<file path="src/rtl/wb_stage.sv">
// Writeback stage: registers the retiring memory-stage instruction, formats load data,
// drives the GPR write port and owns the HI/LO registers and the retire counter.
module wb_stage #(
    parameter int RETIRE_CNT_W = 32
) (
    input  logic                    clk,
    input  logic                    aresetn,
    input  logic                    MemtoRegW,
    input  logic                    RegWriteW,
    input  logic                    HI_LO_write_enableW,
    input  logic [63:0]             HI_LO_dataW,
    input  logic [31:0]             ALUoutW,
    input  logic [6:0]              WriteRegisterW,
    input  logic [31:0]             PCout,
    input  logic [2:0]              MemReadTypeW,
    input  logic [3:0]              exception_out,
    input  logic                    is_ds_out,
    input  logic [31:0]             Memdata,
    input  logic                    stall,
    input  logic                    CLR,
    output logic                    rf_we,
    output logic [6:0]              rf_waddr,
    output logic [31:0]             rf_wdata,
    output logic [31:0]             hi,
    output logic [31:0]             lo,
    output logic                    wb_valid,
    output logic [31:0]             wb_pc,
    output logic [3:0]              wb_exception,
    output logic                    wb_is_ds,
    output logic [RETIRE_CNT_W-1:0] retire_cnt
);

    logic [7:0]  ld_byte;
    logic [15:0] ld_half;
    logic        sext;
    logic [31:0] result;

    logic        reg_write_q;
    logic        hilo_we_q;
    logic [63:0] hilo_data_q;
    logic        capture;
    logic        no_exc;

    // NOTE: every variable assigned in always_comb gets a default first so no latch can be inferred.
    always_comb begin
        ld_byte = Memdata[7:0];
        case (ALUoutW[1:0])
            2'd1:    ld_byte = Memdata[15:8];
            2'd2:    ld_byte = Memdata[23:16];
            2'd3:    ld_byte = Memdata[31:24];
            default: ld_byte = Memdata[7:0];
        endcase
        ld_half = ALUoutW[1] ? Memdata[31:16] : Memdata[15:0];
        sext    = ~MemReadTypeW[2];

        result = ALUoutW;
        if (MemtoRegW) begin
            case (MemReadTypeW[1:0])
                2'b00:   result = {{24{sext & ld_byte[7]}}, ld_byte};
                2'b01:   result = {{16{sext & ld_half[15]}}, ld_half};
                2'b10:   result = Memdata;
                default: result = 32'd0;
            endcase
        end
    end

    assign capture = ~CLR & ~stall;
    assign no_exc  = (wb_exception == 4'd0);
    assign rf_we   = wb_valid & reg_write_q & no_exc & (rf_waddr != 7'd0);

    // NOTE: sequential state uses non-blocking assignments so every register samples pre-edge values.
    always_ff @(posedge clk or negedge aresetn) begin
        if (!aresetn) begin
            wb_valid     <= 1'b0;
            wb_pc        <= 32'd0;
            wb_exception <= 4'd0;
            wb_is_ds     <= 1'b0;
            rf_waddr     <= 7'd0;
            rf_wdata     <= 32'd0;
            reg_write_q  <= 1'b0;
            hilo_we_q    <= 1'b0;
            hilo_data_q  <= 64'd0;
        end else if (capture) begin
            wb_valid     <= 1'b1;
            wb_pc        <= PCout;
            wb_exception <= exception_out;
            wb_is_ds     <= is_ds_out;
            rf_waddr     <= WriteRegisterW;
            rf_wdata     <= result;
            reg_write_q  <= RegWriteW;
            hilo_we_q    <= HI_LO_write_enableW;
            hilo_data_q  <= HI_LO_dataW;
        end else begin
            // Bubble: only the enables need clearing; datapath fields are don't-care.
            wb_valid     <= 1'b0;
            reg_write_q  <= 1'b0;
            hilo_we_q    <= 1'b0;
        end
    end

    // HI/LO and the counter act on the instruction already sitting in WB.
    always_ff @(posedge clk or negedge aresetn) begin
        if (!aresetn) begin
            hi         <= 32'd0;
            lo         <= 32'd0;
            retire_cnt <= '0;
        end else begin
            if (wb_valid && hilo_we_q && no_exc) begin
                hi <= hilo_data_q[63:32];
                lo <= hilo_data_q[31:0];
            end
            if (wb_valid && no_exc)
                retire_cnt <= retire_cnt + RETIRE_CNT_W'(1);
        end
    end

endmodule

</file>
<file path="config.mk">
export PLATFORM = sky130hd
export DESIGN_NAME = wb_stage
export DESIGN_NICKNAME = d
export VERILOG_FILES = /design/src/rtl/wb_stage.sv
export SDC_FILE = /design/constraint.sdc
export NUM_CORES = 1
export LEC_CHECK = 0
export CORE_AREA = 2 2 174 176
export CTS_BUF_LIST = sky130_fd_sc_hd__clkbuf_4 sky130_fd_sc_hd__clkbuf_8
export DETAILED_ROUTE_END_ITERATION = 6
export DIE_AREA = 0 0 176 178
export GPL_ROUTABILITY_DRIVEN = 0
export SETUP_SLACK_MARGIN = 0.15
export SKIP_LAST_GASP = 1
export SLEW_MARGIN = 0
export SYNTH_ARGS = -nofsm -noshare
export SYNTH_HDL_FRONTEND = slang
export SYNTH_SLANG_ARGS = --single-unit
</file>
<file path="constraint.sdc">
create_clock -name clk -period 5.1 [get_ports clk]
set_input_delay 1.53 -clock clk [delete_from_list [all_inputs] [get_ports clk]]
set_output_delay 1.53 -clock clk [all_outputs]
set_load 0.1 [all_outputs]
</file>
* Word level (Yosys, flattened, before mapping)
Cells that the tools add are included.
** Cells by class
- Add/sub/neg operators :: 1
- Equal/unequal tests :: 5
- Mux-type cells :: 7
- Bitwise logic cells :: 9
- Reduce and logical (&&, ||, !) cells :: 6
** Operators with widths (number)
- $pmux 32 s3 :: 1
- $add 32x1->32 const B :: 1
- $mux 32 :: 1
- $pmux 8 s3 :: 1
- $mux 16 :: 1
- $reduce_bool 7->1 :: 1
- $and 1x1->1 :: 6
- $eq 2x2->1 const B :: 3
- $eq 2x1->1 const B :: 2
- $logic_not 4->1 :: 1
- $logic_and 1x1->1 :: 3
- $mux 1 :: 3
- $not 1->1 :: 3
- $logic_not 2->1 :: 1
** Storage, ports and cells
- Flip-flop bits (word level) :: 239
- Input bits :: 182
- Output and inout port bits :: 174

* Longest topological paths before layout
Gate-level depths: netlist of the first run.
- Word-level depth :: 5
- Gate-level depth with buffers :: 8
- Mapped depth without buffers :: 5

* Worst setup path before layout of the first run
OpenSTA, ideal clock, no wires.
- Kind :: reg-to-output
- Start point :: register wb_valid
- End point :: output port rf_we
- Data arrival time :: 2.561 ns
- Required time :: 3.570 ns
- Slack :: 1.009 ns
- Cell stages (with the launch flop) :: 4
- Path through :: dfrtp_1 -> nand2b_1 -> nor4_1 -> and3_1
** Between the ends
- Cells in the longest elaborated chain, start to end :: 3
** RTL lines
- start, declared :: line 26 : output logic wb_valid,
- start signal, assigned :: line 74 : wb_valid <= 1'b0;
- start signal, assigned :: line 84 : wb_valid <= 1'b1;
- start signal, assigned :: line 95 : wb_valid <= 1'b0;
- $and 1x1->1 (3 in a row) :: line 69 : assign rf_we = wb_valid & reg_write_q & no_exc & (rf_waddr != 7'd0);
- end, declared :: line 21 : output logic rf_we,
Every way passes these cells.

* Final worst setup path of the first run
- Start point :: register wb_exception[2]
- End point :: output port rf_we
** Between the ends
- Cells in the longest elaborated chain, start to end :: 3
** RTL lines
- start, declared :: line 28 : output logic [3:0] wb_exception,
- start signal, assigned :: line 86 : wb_exception <= exception_out;
- $logic_not 4->1 :: line 68 : assign no_exc = (wb_exception == 4'd0);
- $and 1x1->1 (2 in a row) :: line 69
Every way passes these cells.

==> summary.md, run 1 <==
| Metric | Value |
|---|---|
| Total track usage | 19.7% |
| Pwr Density | 420 nW/um^2 |
| Vias per cell | 4.85 |
| Largest cells by area after synthesis | dfrtp_1 (58%), nand2_1 (13%), mux2_2 (7.9%) |
| Net count, final | 1,521 |
| Fill cell count | 2,675 |
| Pleak | 7.04 nW |
| CP dominant cell by count | buf_4 |
| CP Max Fanout | 5 |
| DIE AREA | 31,300 sq um |
| Hold Path End | hilo_data_q[18] |
| Worst skew pair latency | 0.55 ns |
| VDD IR-drop max | 0.216 mV |
| Max-cap violations | 0 |
| CTS tree | yes |
| Clk slew on worst S/H paths | 0.06 ns |
| Final HPWL DP | 21,600 microns |
| Final hold slack | 0.467 ns |
| Clock network fraction of total power | 30.6% |
| Final hold violation count | 0 |
| Register bit count reported by yosys | 239 |
| Buf/Inv on CP | 2 |
| Grt ovf | 0 |
| Initial antenna violation count | 1 |
| Fmax | 262 MHz |
| Final Max Slew Viols | 0 |
| RSZ-0062 raised after global routing | no |
| Register area share after synthesis | 58.5% |
| TritonCTS buffer count | 43 |
| Status | complete, no violations |
| Chip width | 176 microns |
| FP Rows | 63 |
| Root buf cell | clkbuf_8 |
| Min-Delay Path Class | reg -> reg |
| Minimum clock period | 3.82 ns |
| CP peak stage delay | 0.41 ns |
| Worst r2r src | wb_exception[2] |
| Post-synthesis cell count | 984 |
| Comb pwr share | 33.8% |
| Post-synth EDFFs | 0 |
| CP top delay family | simple AND/OR/NAND/NOR gates |
| CP max stage cell | dfrtp_1 |
| Routed Antenna Nets | 0 |
| Starting Density | 34.8% |
| Final setup viols | 0 |
| Core Region | 29,400 sq um |
| Mapped Area | 10,200 sq um |
| CP Capture Type | output port |
| NetSw | 2.53 mW |
| Clock Sinks | 239 |
| Resize count post-CTS | 0 |
| Top_reg_cell synth | dfrtp_1 |
| Avg Cell Area, Syn | 10.4 sq um |
| Largest net degree at the start of global routing | 125 |
| IO Pins | 356 |
| Critical Path Source Type | flip-flop |
| CP Class | reg -> out |
| First-pass GRT wire length | 48,500 microns |
| Rel. slew slack | 20.4% |
| DR WL/cell | 17.7 microns |
| CTS H-tree depth | 2 |
| Async S/R FF share, synth | 100% |
| Proportion of netlist area held by the largest area contributor | 58.5% |
| Tcrit/Tclk final | 74.9% |
| Worst R2R End | hi[3] |
| Design Power | 6.36 mW |
| Vias in the first global route | 8,636 |
| Syn. warnings | 0 |
| Layout area overhead | 48.0% |
| Post-CTS setup buffer count | 0 |
| Post-route setup TNS | 0 ns |
| Worst setup path startpoint | wb_exception[2] |
| Die Ht | 178 microns |
| Most numerous cell in the Yosys netlist | nand2_1 |
| Int Power | 3.82 mW |
| Cells after DPL | 1,682 |
| Synth area leader | dfrtp_1 |
| Number of I/O port buffers | 355 |
| # DRC | 0 |
| Worst path arrival time | 2.29 ns |
| Non-Filler Instances | 1,762 |
| Synth top cells by count | nand2_1 (351), dfrtp_1 (239), mux2_2 (72) |
| Hold Buf Count CTS | 0 |
| Hold path depth | 2 |
| Number of antenna diodes | 0 |
| Share of cells above drive strength 1 | 13.6% |
| DR vias | 8,547 |
| Hold path start | hilo_data_q[18] |
| TritonRoute pass-1 iters | 5 |
| Syn Nets | 1,167 |
| Setup Skew | 0.0290 ns |
| First-iteration detailed-routing DRC count | 285 |
| Yosys cell types | 38 |
| Reg2reg path depth | 6 |
| Worst path cell trace | nand2b_1 -> nor4_1 -> buf_4 -> and3_1 -> buf_4 |
| CTS max path bufs | 3 |
| Routed WL | 31,200 microns |
| Seq pwr share | 35.6% |
| CP required | 3.57 ns |
| Slew @ Worst Pin | 1.19 ns |
| Sw frac | 39.8% |
| Worst reg2reg setup slack | 2.50 ns |
[final cells by class]
cell class	instances	area (sq um)	share of cell area, %
flip-flops and latches	239	5980	39.5
multi-input cells	678	4000	26.4
repair buffers	369	3670	24.3
clock buffers	72	916	6.05
well taps	390	488	3.22
clock inverters	7	52.6	0.347
inverters	7	28.8	0.190
[power by group through the flow]
stage               clock network, mW  logic [mW]  registers (mW)
floorplan                           0       0.303            3.48
global placement                    0        2.15            2.29
detailed placement                  0        2.16            2.29
CTS                              2.01        2.17            2.26
global route                     2.11        2.24            2.29
finish                           1.94        2.15            2.26
[layer usage]
metal	up-vias	global-route usage [%]	share of wire [%]
met4	2	6.34	2.8
li1	4027	-	-
met1	4122	24.7	41
met5	-	0.641	0.051
met3	55	6.35	8.8
met2	341	32.2	47
[metrics by stage]
| step | utilization, % | setup WS, ns | instance area (sq um) |
|---|---|---|---|
| finish | 51.5 | 1.28 | 15100 |
| CTS | 51.5 | 1.32 | 15100 |
| global route | 51.5 | 1.19 | 15100 |
| global placement | 48.2 | 0.932 | 14200 |
| detailed placement | 48.2 | 0.838 | 14200 |
| floorplan | - | 1.01 | 10200 |
[tightest hold or removal path, cell delays in order, from the launching register on]
cell and delay, ns:
dfrtp_1 0.33, nand2_1 0.05, nand2_1 0.05
[flip-flops by register name, indices dropped and copies added, names as in the netlist]
name          flops
lo               32
hilo_data_q      64
reg_write_q       1
wb_exception      4
wb_is_ds          1
retire_cnt       32
hi               32
rf_waddr          7
wb_pc            32
wb_valid          1
rf_wdata         32
hilo_we_q         1
[cell families (layout without fill, tap and decap cells)]
| family | after synthesis | in the layout | share of synthesized area [%] |
|---|---|---|---|
| xor gates and xnor gates | 31 | 31 | 2.65 |
| buffers and inverters | 67 | 455 | 2.51 |
| muxes | 90 | 90 | 10.7 |
| AOI/OAI and AO/OA | 112 | 112 | 6.45 |
| DFF | 239 | 239 | 58.5 |
| adders and majority gates | 1 | 1 | 0.122 |
| and+or+nand+nor | 444 | 444 | 19.1 |
[how the worst max path moves through the flow]
stage                         to  slack (ns)  cells after the start
floorplan                  rf_we        1.01                      3
global placement    rf_wdata[30]        0.93                      5
detailed placement  rf_wdata[31]        0.84                      5
CTS                        rf_we        1.32                      5
global route               rf_we        1.19                      5
finish                     rf_we        1.28                      5
[cells in the final DEF (no fill, tap or decap), types with 9 or more instances in the layout]
cell | netlist | layout
mux2_2 | 72 | 72
a22oi_1 | 23 | 23
nand2_1 | 351 | 350
clkbuf_4 | 0 | 12
a21oi_1 | 32 | 32
xnor2_1 | 10 | 10
dfrtp_1 | 239 | 239
buf_4 | 0 | 14
nand3_1 | 9 | 9
nor3_1 | 12 | 12
nor3b_1 | 25 | 25
xor2_1 | 21 | 21
clkdlybuf4s50_1 | 0 | 353
mux2i_1 | 10 | 10
o21ai_0 | 39 | 39
clkbuf_8 | 0 | 60
Power figures use the tool's default switching activity.
==> run 2, diff against run 1 <==
clock period = 3.8 ns   (was 5.1 ns; I/O delays follow)
==> run 2 against run 1 <==
Net effect:
- core utilization fell by 1.3 points
- clock skew fell by 0.0075 ns
- via count fell by 0.92%
- critical path depth did not move
- non-clock buffer count rose by 3
- sequential power rose by 35%
- power rose by 32%
- wire length fell by 0.34%
- cell count fell by 0.11%
- first-iteration DRC count rose by 75%
==> summary.md, run 2 (synthesis results as in run 1) <==
| Metric | Value |
|---|---|
| CTS H-tree depth | 2 |
| Setup Skew | 0.0214 ns |
| Starting Density | 34.8% |
| Fill cell count | 2,708 |
| Slew @ Worst Pin | 0.853 ns |
| Post-route setup TNS | 0 ns |
| Number of I/O port buffers | 355 |
| Area of the multi-input gates | 4000 sq um |
| Chip width | 176 microns |
| DR vias | 8,468 |
| Met2 WL | 15,100 microns |
| Vias per cell | 4.81 |
| Clock Sinks | 239 |
| TritonCTS buffer count | 44 |
| VDD IR-drop max | 0.262 mV |
| Post-CTS setup buffer count | 0 |
| Net count, final | 1,525 |
| Largest net degree at the start of global routing | 118 |
| Core Util, Final | 50.2% |
| Vias in the first global route | 8,685 |
| Fmax | 319 MHz |
| Register area | 5980 sq um |
| Most flop-heavy register | hilo_data_q |
| Root buf cell | clkbuf_8 |
| First-iteration detailed-routing DRC count | 499 |
| DIE AREA | 31,300 sq um |
| Max-cap violations | 0 |
| Pwr Density | 569 nW/um^2 |
| Min-Delay Path Class | reg -> reg |
| TritonRoute pass-1 iters | 4 |
| Clk slew on worst S/H paths | 0.06 ns |
| WL met3 | 2770 microns |
| Final hold violation count | 0 |
| Routed Antenna Nets | 0 |
| Leading cell type in the layout, fill and taps excluded | nand2_1 |
| Status | complete, no violations |
| DR WL/cell | 17.7 microns |
| CP required | 2.66 ns |
| Tcrit/Tclk final | 82.6% |
| Hold path depth | 2 |
| IO Pins | 356 |
| Resize count post-CTS | 0 |
| Hold Buf Count CTS | 0 |
| Core Region | 29,400 sq um |
| Worst path arrival time | 2.00 ns |
| Max reg flops | 64 |
| Initial antenna violation count | 2 |
| Reg2reg path depth | 4 |
| CTS max path bufs | 3 |
| Rel. slew slack | 42.9% |
| # DRC | 0 |
| Minimum clock period | 3.14 ns |
| M1 WL | 12,600 microns |
| FP Rows | 63 |
| Cells after DPL | 1,686 |
| Worst skew pair latency | 0.54 ns |
| CP Capture Type | output port |
| Total track usage | 19.7% |
| RSZ-0062 raised after global routing | no |
| Share of cells above drive strength 1 | 26.1% |
| CTS tree | yes |
| Pleak | 7.33 nW |
| Setup WS post-layout | 0.661 ns |
| Critical Path Source Type | flip-flop |
| Grt ovf | 0 |
| First-pass GRT wire length | 48,700 microns |
| Most frequent cells in the layout | nand2_1 (350), dfrtp_1 (239), buf_4 (184), clkdlybuf4s50_1 (180), mux2_2 (72) |
| Final Max Slew Viols | 0 |
| CP Max Fanout | 5 |
| Routed WL | 31,100 microns |
| Dpl ws | 0.619 ns |
| Final HPWL DP | 22,000 microns |
| CP Class | reg -> out |
| Final setup viols | 0 |
| Highest routed layer | met5 |
| Design Power | 8.39 mW |
| Non-Filler Instances | 1,760 |
| Die Ht | 178 microns |
| Layout area overhead | 44.2% |
==> run 2: worst paths after layout <==
path                                 startpoint               to  slack (ns)
worst min register to register  hilo_data_q[61]  hilo_data_q[61]        0.47
max in group asynchronous               aresetn     rf_wdata[20]        2.51
worst min-delay path            hilo_data_q[61]  hilo_data_q[61]        0.47
min in group asynchronous               aresetn  hilo_data_q[41]        0.56
worst max-delay path            wb_exception[2]            rf_we        0.66
worst max register to register  wb_exception[1]   retire_cnt[27]        1.33
==> run 2: stage by stage <==
| stage | hold WS, ns | instance area (sq um) |
|---|---|---|
| after floorplan | 0.442 | 10200 |
| after global routing | 0.485 | 14800 |
| final | 0.467 | 14800 |
| after CTS | 0.471 | 14800 |
| after detailed placement | 0.459 | 13800 |
| after global placement | 0.453 | 13800 |
==> run 2: power by group <==
part / total, mW / switching [mW] / internal, mW
logic: 2.82 / 2.13 / 0.681
registers: 3.05 / 0.192 / 2.85
clock network: 2.53 / 1.06 / 1.47
==> run 2: cell type report <==
| cell class | instances | share of cell area (%) |
|---|---|---|
| clock buffer | 69 | 6.01 |
| inverter | 7 | 0.195 |
| clock inverter | 4 | 0.195 |
| antenna | 1 | 0.0170 |
| multi-input combinational | 678 | 27.1 |
| tap | 390 | 3.31 |
| timing repair buffer | 372 | 22.6 |
| sequential | 239 | 40.5 |
==> run 2: metal layers <==
| layer | vias to the layer above | track usage (%) |
|---|---|---|
| li1 | 4023 | - |
| met1 | 4056 | 24.7 |
| met2 | 341 | 33.1 |
| met3 | 46 | 6.12 |
| met4 | 2 | 5.37 |
| met5 | - | 0 |
==> run 2: worst max-delay path: stages (launching register included) <==
cell and delay (ns):
dfrtp_1 0.41, nand2b_1 0.23, nor4_1 0.22, buf_4 0.20, and3_2 0.21, buf_12 0.17
==> run 3, diff against run 2 <==
PLACE_DENSITY = 0.67   (was unset)
clock period = 2.83 ns   (was 3.8 ns; I/O delays follow)
==> run 3 against run 2 <==
Net effect:
- flip-flop and latch count did not move
- non-clock buffer count grew 14
- highest routed layer is now met4
- setup slack worse by 0.56 ns
- sequential share of layout area fell by 0.49 points
- critical path type unchanged
==> summary.md, run 3 (synthesis results as in run 1) <==
| Metric | Value |
|---|---|
| Max reg flops | 64 |
| Vias per cell | 4.83 |
| Tcrit/Tclk final | 96.4% |
| Core Util, Final | 50.8% |
| RSZ-0062 raised after global routing | yes |
| Final HPWL DP | 21,400 microns |
| CTS max path bufs | 3 |
| IO Pins | 356 |
| Clk slew on worst S/H paths | 0.06 ns |
| Minimum clock period | 2.73 ns |
| First-iteration detailed-routing DRC count | 469 |
| First-pass GRT wire length | 47,300 microns |
| Worst path cell trace | nor4_4 -> buf_4 -> nand2_4 -> and3_4 -> buf_12 |
| DR vias | 8,587 |
| Starting Density | 34.8% |
| Layout area overhead | 46.1% |
| DR WL/cell | 17.2 microns |
| Setup Skew | 0.0197 ns |
| Chip width | 176 microns |
| # DRC | 0 |
| Pleak | 7.44 nW |
| Vias in the first global route | 8,799 |
| Total track usage | 19.0% |
| Routed Antenna Nets | 0 |
| Leading cell type in the layout, fill and taps excluded | nand2_1 |
| Most flop-heavy register | hilo_data_q |
| CP required | 1.98 ns |
| CP Max Fanout | 2 |
| DIE AREA | 31,300 sq um |
| CTS tree | yes |
| CP max stage cell | dfrtp_2 |
| Core Region | 29,400 sq um |
| Net count, final | 1,539 |
| Final Cell Area | 14,900 sq um |
| Most frequent cells in the layout | nand2_1 (349), dfrtp_1 (236), buf_4 (194), clkdlybuf4s50_1 (180), mux2_2 (72) |
| Status | complete, no violations |
| Die Ht | 178 microns |
| Clock Sinks | 239 |
| Max-cap violations | 0 |
| Number of I/O port buffers | 355 |
| Largest net degree at the start of global routing | 82 |
| Initial antenna violation count | 0 |
| Min-Delay Path Class | in -> async |
| Fill cell count | 2,662 |
| Final hold slack | 0.281 ns |
| Slew @ Worst Pin | 1.25 ns |
| Grt ovf | 0 |
| TritonCTS buffer count | 44 |
| FP Rows | 63 |
| Root buf cell | clkbuf_8 |
| Final hold violation count | 0 |
| Final setup viols | 0 |
| Routed WL | 30,600 microns |
| TritonRoute pass-1 iters | 4 |
| Number of antenna diodes | 0 |
| Worst skew pair latency | 0.55 ns |
| Fmax | 367 MHz |
| CP Capture Type | output port |
| Share of cells above drive strength 1 | 27.5% |
| CP top delay family | simple AND/OR/NAND/NOR gates |
| CTS H-tree depth | 2 |
| VDD IR-drop max | 0.412 mV |
| CP peak stage delay | 0.43 ns |
| Final Max Slew Viols | 0 |
| Rel. slew slack | 16.3% |
| CP Class | reg -> out |
| Worst path arrival time | 1.88 ns |
| Post-route setup TNS | 0 ns |
| Pwr Density | 755 nW/um^2 |
| Critical Path Source Type | flip-flop |
| Buf/Inv on CP | 2 |
| Dpl cell area | 14,000 sq um |
==> run 3: metrics by stage <==
stage / worst slack (ns) / total power, mW / instances
final: 0.103 / 11.3 / 1778
after global routing: -0.0103 / 11.8 / 1778
after CTS: 0.0212 / 11.4 / 1777
after detailed placement: -0.186 / 7.98 / 1698
after global placement: -0.103 / 7.93 / 1698
after floorplan: 0.157 / 6.82 / 984
==> run 3: power breakdown <==
group          leakage (nW)  total (mW)  switching, mW  internal, mW
Sequential             3.09        4.08          0.248          3.83
Combinational          3.85        3.83           2.89         0.948
Clock                 0.496        3.37           1.44          1.93
==> run 3: area by class of cell <==
cell class                      count  area (sq um)  share of cell area [%]
Multi-Input combinational cell    678          4030                    27.0
Inverter                            7          28.8                   0.193
Clock buffer                       69           856                    5.73
Timing Repair Buffer              386          3490                    23.4
Tap cell                          390           488                    3.27
Sequential cell                   239          5980                    40.1
Clock inverter                      9          60.1                   0.402
==> run 3: timing repair <==
action	4_1_cts	5_1_grt
setup endpoints to repair	1	1
setup buffers	1	1
hold endpoints to repair	0	0
hold buffers	0	0
resized for setup	4	1
pin swaps	2	1
==> run 3: worst reg2reg max path, delay by kind of cell (launching register included) <==
| kind | cells | cell delay [ns] |
|---|---|---|
| DFF | 1 | 0.44 |
| and+or+nand+nor | 3 | 1.78 |
| xor gates and xnor gates | 1 | 0.18 |
==> run 3: final timing paths <==
path,slack [ns],from,endpoint,cells past startpoint
max in group asynchronous,1.81,aresetn,rf_wdata[29],2
worst min register to register,0.46,hilo_data_q[1],hilo_data_q[1],2
worst max-delay path,0.10,rf_waddr[2],rf_we,5
worst max register to register,0.36,wb_exception[0],retire_cnt[27],4
worst min-delay path,0.28,aresetn,hilo_data_q[35],1
min in group clk,0.46,hilo_data_q[1],hilo_data_q[1],2
==> run 3: routing by layer <==
| layer | GRT usage (%) | share of wire, % | vias to the layer above |
|---|---|---|---|
| li1 | - | - | 4061 |
| met1 | 24.3 | 42 | 4140 |
| met2 | 30.9 | 47 | 314 |
| met3 | 5.07 | 7.4 | 72 |
| met4 | 7.64 | 3.7 | 0 |
| met5 | 0 | 0 | - |
